File: config.mk
export PLATFORM = sky130hd
export DESIGN_NAME = nor_vector_decoder
export DESIGN_NICKNAME = d
export VERILOG_FILES = /design/src/rtl/nor_vector_decoder_pkg.sv /design/src/rtl/nor_vec_classify.sv /design/src/rtl/nor_vector_decoder.sv
export SDC_FILE = /design/constraint.sdc
export NUM_CORES = 1
export LEC_CHECK = 0
export ABC_AREA = 1
export CORE_MARGIN = 3
export CORE_UTILIZATION = 55
export DETAILED_ROUTE_END_ITERATION = 7
export PLACE_DENSITY = 0.95
export SLEW_MARGIN = 20
export SYNTH_ARGS = -nofsm -noshare
export SYNTH_HDL_FRONTEND = slang
export SYNTH_HIERARCHICAL = 1
export SYNTH_SLANG_ARGS = --single-unit
export TNS_END_PERCENT = 50
File: constraint.sdc
create_clock -name clk -period 1.9 [get_ports clk]
set_input_delay 0.285 -clock clk [delete_from_list [all_inputs] [get_ports clk]]
set_output_delay 0.285 -clock clk [all_outputs]
set_load 0.01 [all_outputs]
File: src/rtl/nor_vector_decoder_pkg.sv
// nor_vector_decoder_pkg: shared FSM state encoding and the four legal gate-result codes (y0..y7 left to right)
package nor_vector_decoder_pkg;
  typedef enum logic [1:0] {
    ST_IDLE   = 2'd0,
    ST_SYNC   = 2'd1,
    ST_LOCKED = 2'd2,
    ST_FAULT  = 2'd3
  } state_t;
  localparam logic [0:7] CODE_AB00 = 8'b11100110;
  localparam logic [0:7] CODE_AB01 = 8'b10001101;
  localparam logic [0:7] CODE_AB10 = 8'b01001101;
  localparam logic [0:7] CODE_AB11 = 8'b00011010;
endpackage

File: src/rtl/nor_vec_classify.sv
// nor_vec_classify: recovers operands from a gate-result vector and flags illegal codes
module nor_vec_classify
  import nor_vector_decoder_pkg::*;
(
  input  logic [0:7] in_vec,
  output logic       a,
  output logic       b,
  output logic       err
);
  // y0 = ~a and y1 = ~b hold for every legal code, so illegal vectors decode the same way
  assign a   = ~in_vec[0];
  assign b   = ~in_vec[1];
  assign err = !(in_vec inside {CODE_AB00, CODE_AB01, CODE_AB10, CODE_AB11});
endmodule

File: src/rtl/nor_vector_decoder.sv
// nor_vector_decoder: registered gate-vector decoder with lock/fault tracking and error counting
module nor_vector_decoder
  import nor_vector_decoder_pkg::*;
#(
  parameter int LOCK_CNT  = 4,
  parameter int FAULT_CNT = 3
) (
  input  logic       clk,
  input  logic       rst,
  input  logic       clr,
  input  logic       in_valid,
  output logic       in_ready,
  input  logic [0:7] in_vec,
  output logic       out_valid,
  input  logic       out_ready,
  output logic       out_a,
  output logic       out_b,
  output logic       out_err,
  output logic [1:0] state,
  output logic [7:0] err_count
);
  localparam logic [3:0] LOCK_TH  = 4'(LOCK_CNT);
  localparam logic [3:0] FAULT_TH = 4'(FAULT_CNT);
  state_t     state_q, state_d;
  logic [3:0] good_run, bad_run, good_d, bad_d;
  logic [7:0] err_count_q, err_count_d;
  logic       cls_a, cls_b, cls_err, accept;
  nor_vec_classify u_classify (
    .in_vec (in_vec),
    .a      (cls_a),
    .b      (cls_b),
    .err    (cls_err)
  );
  assign in_ready  = !clr && (!out_valid || out_ready);
  assign accept    = in_valid && in_ready;
  assign state     = state_q;
  assign err_count = err_count_q;
  always_comb begin
    state_d     = state_q;
    good_d      = good_run;
    bad_d       = bad_run;
    err_count_d = err_count_q;
    if (clr) begin
      state_d     = ST_IDLE;
      good_d      = '0;
      bad_d       = '0;
      err_count_d = '0;
    end else if (accept) begin
      good_d      = cls_err ? '0 : (good_run == 4'hf ? good_run : good_run + 4'd1);
      bad_d       = !cls_err ? '0 : (bad_run == 4'hf ? bad_run : bad_run + 4'd1);
      err_count_d = (cls_err && err_count_q != 8'hff) ? err_count_q + 8'd1 : err_count_q;
      // thresholds use the updated runs, so a single vector can go straight from IDLE to LOCKED/FAULT
      if (state_q != ST_FAULT)
        state_d = bad_d >= FAULT_TH ? ST_FAULT :
                  (state_q == ST_LOCKED || good_d >= LOCK_TH) ? ST_LOCKED : ST_SYNC;
    end
  end
  always_ff @(posedge clk or posedge rst) begin
    if (rst) begin
      state_q     <= ST_IDLE;
      good_run    <= '0;
      bad_run     <= '0;
      err_count_q <= '0;
    end else begin
      state_q     <= state_d;
      good_run    <= good_d;
      bad_run     <= bad_d;
      err_count_q <= err_count_d;
    end
  end
  always_ff @(posedge clk or posedge rst) begin
    if (rst) begin
      out_valid <= 1'b0;
      out_a     <= 1'b0;
      out_b     <= 1'b0;
      out_err   <= 1'b0;
    end else if (accept) begin
      out_valid <= 1'b1;
      out_a     <= cls_a;
      out_b     <= cls_b;
      out_err   <= cls_err;
    end else if (out_ready) begin
      out_valid <= 1'b0;
    end
  end
endmodule

==> impl_results.md <==
- Remaining Overflow, GRT: 0
- Maximum number of pins on one net before global-route repair: 23
- DRC Markers: 0
- CP max-delay cell: sky130_fd_sc_hd__clkdlybuf4s50_1
- Number of nets in the layout: 258
- Number of nets still failing antenna checks after routing: 0
- Fraction of the mapped netlist area in compound gates: 7.33%
- Post-placement worst setup slack: -0.0299 ns
- DIE AREA: 3220 µm²
- Half-perimeter wire length of the detailed placement result: 2.46 mm
- Max-cap violations: 0
- Kind of start point of the critical path: input pin
- Total routing usage reported by global routing: 21.9%
- Slew headroom: 79.2%
- Clock input transition at the sequential cells of the worst setup and hold paths: 0.13 ns
- Min Clock Period, post-route: 1.78 ns
- Post-synthesis share of cell area spent on and, or, nand and nor gates: 38.3%
- Worst path cell trace: clkdlybuf4s50_1, a21oi_2, clkdlybuf4s50_1
- Core ar.: 2320 µm²
- Final Skew: 0.00719 ns
- Final worst slack: 0.118 ns
- Largest voltage drop on the vdd net: 0.459 mV
- Synth Cell Area: 1420 µm²
- Mapped Cells: 205
- Setup repair bufs after CTS: 0
- Clock Sink Count: 22
- XOR/XNOR share of the synthesized area: 4.33%
- Top cell by count, worst path: sky130_fd_sc_hd__clkdlybuf4s50_1
- Number of antenna violations at the first check in global routing: 0
- Effective utilization at floorplan: 61.1%
- Number of placement rows: 17
- Number of buffers inserted for hold repair after clock tree synthesis: 0
- Result of the run: finished, final reports clean
- Adder and majority gate portion of the synthesized area: 2.65%
- Number of distinct standard cells referenced by the synthesized netlist: 26
- Most frequent standard cell in the layout excluding fill and tap cells: sky130_fd_sc_hd__nand2_1
- Setup repair after global routing missed its margin: false
- Slew at the pin closest to its max-slew limit: 0.309 ns
- Commonest cells after routing, fill and taps aside: sky130_fd_sc_hd__nand2_1 (72), sky130_fd_sc_hd__nor2_1 (29), sky130_fd_sc_hd__clkdlybuf4s50_1 (27), sky130_fd_sc_hd__inv_1 (23), sky130_fd_sc_hd__dfrtp_1 (22)
- Maximum clock insertion buffer count: 2
- Area Overhead vs Synth: 28.2%
- P per Cell Area: 597 nW/µm²
- Antenna diode count: 0
- Max-slew violations: 0
- Mean area per synthesized cell: 6.91 µm²
- Wire length of the first global-routing pass: 5.62 mm
- Via density: 5.30
- Placed Cells: 265
- Pleak: 0.962 nW
- Number of failing setup endpoints in the final timing report: 0
- Flop2flop setup slack: 0.32 ns
- Master cell of the clock root buffer: sky130_fd_sc_hd__clkbuf_4
- Number of hold violations in the final report: 0
- Required time of the critical path: 1.62 ns
- Via count of the first global-routing pass: 1321
- Global placement routability congestion: 0.897
- Count of routing violations after the opening detailed-route iteration: 61
- Mux contribution to synthesized area: 0%
- Number of placed I/O pins: 28
- CTS tree: built
- Setup CP Type: in -> out
- Die outline height: 56.7 µm
- Sequential-to-total area share from yosys stat: 38.9%
- First-pass detailed-route iteration total: 4
- Fmax: 561 MHz
- CTS H-tree lvls: 1
- Critical path's largest stage delay: 0.56 ns
- Skew-Pair Late Insertion Delay: 0.31 ns
- Crit path DAT: 1.50 ns
- Routed wire per std cell: 12.0 µm
- Vias: 1427
- Chip width: 56.7 µm
- Yosys warning count: 6
- Maximum fanout along the worst path: 3
- Number of register bits inferred by synthesis: 22
- Final cell count without fillers: 269
- Fraction of final layout cells with drive strength greater than 1: 9.96%
- Number of CTS-inserted buffers: 3
- Net Count, Synth: 221
- Crit path capture type: output pin
- Final period util: 93.8%
- Final Routed Wirelength: 3.22 mm
- Number of buffers added on ports: 27
- Number of instances resized during post-cts repair: 0
- Hold/Removal Path Class: in -> async
- Main combinational cell family by area after synthesis: simple AND/OR/NAND/NOR gates
cells in the mapped netlist, drive strengths merged:
library cell  number  share of area, %
nand2             75                21
nor2              30               8.1
inv               27               7.2
dfrtp             22                39
nand3             22               9.0
xor2               6               3.7
o21ai              4               1.7
a21oi              3               1.3
a22o               3               1.9
ha                 3               2.7
clkbuf             2              0.53
o22ai              2              0.88
and3               1              0.44
buf                1              0.79
o211ai             1              0.53
o21a               1              0.53
o31ai              1              0.53
xnor2              1              0.62
layout make-up:
cell class | instances | area, µm²
Multi-Input combinational cell | 153 | 746
Sequential cell | 22 | 551
Fill cell | 150 | 503
Timing Repair Buffer | 35 | 330
Inverter | 27 | 101
Tap cell | 28 | 35.0
Clock inverter | 1 | 30.0
Clock buffer | 3 | 22.5
per-layer routing:
layer	share of wire [%]	global-route usage [%]
met1	45	27.7
met3	6.4	4.37
met2	47	35.3
met5	0	0
met4	2.5	10.6
path summary, 6_finish.rpt:
kind / from / endpoint / cells past startpoint
hold reg to reg: out_a$_DFFE_PP0P_ / out_a$_DFFE_PP0P_ / 2
setup / recovery: clr / in_ready / 3
min in group clk: out_a$_DFFE_PP0P_ / out_a$_DFFE_PP0P_ / 2
setup reg to reg: err_count[0]$_DFFE_PP0P_ / err_count[2]$_DFFE_PP0P_ / 8
max in group asynchronous: rst / state[0]$_DFFE_PP0P_ / 3
hold / removal: rst / out_err$_DFFE_PP0P_ / 3
worst max-delay path, delay by kind of cell:
family / cells / cell delay [ns]
compound gates: 1 / 0.15
buf+inv: 2 / 1.06
metrics by stage:
step	hold slack, ns	util (%)	setup TNS, ns	power (mW)	area (µm²)
after floorplan	0.274	-	0	0.629	1420
after CTS	0.296	78.3	0	1.09	1820
final	0.291	78.3	0	1.08	1820
after global placement	0.472	76.0	0	0.723	1760
after detailed placement	0.474	76.0	-0.0299	0.729	1760
after global routing	0.341	78.3	0	1.13	1820
state kept, by name, summed over array words and instances (netlist names):
signal	flops
out_err	1
bad_run	4
err_count	8
good_run	4
out_b	1
state	2
out_a	1
out_valid	1
power by group:
group	internal [mW]	switching, mW	leakage [nW]
logic	0.0993	0.109	0.641
clock network	0.213	0.149	0.0279
registers	0.491	0.0217	0.293
total	0.803	0.280	0.962
logic make-up (layout without fill, tap and decap cells):
group | count (synthesis) | in the layout
flops | 22 | 22
buf+inv | 30 | 66
simple gates | 128 | 128
compound gates | 15 | 15
xor+xnor | 7 | 7
fa+ha+maj | 3 | 3
Note: power is estimated with default switching activity, not from simulation.
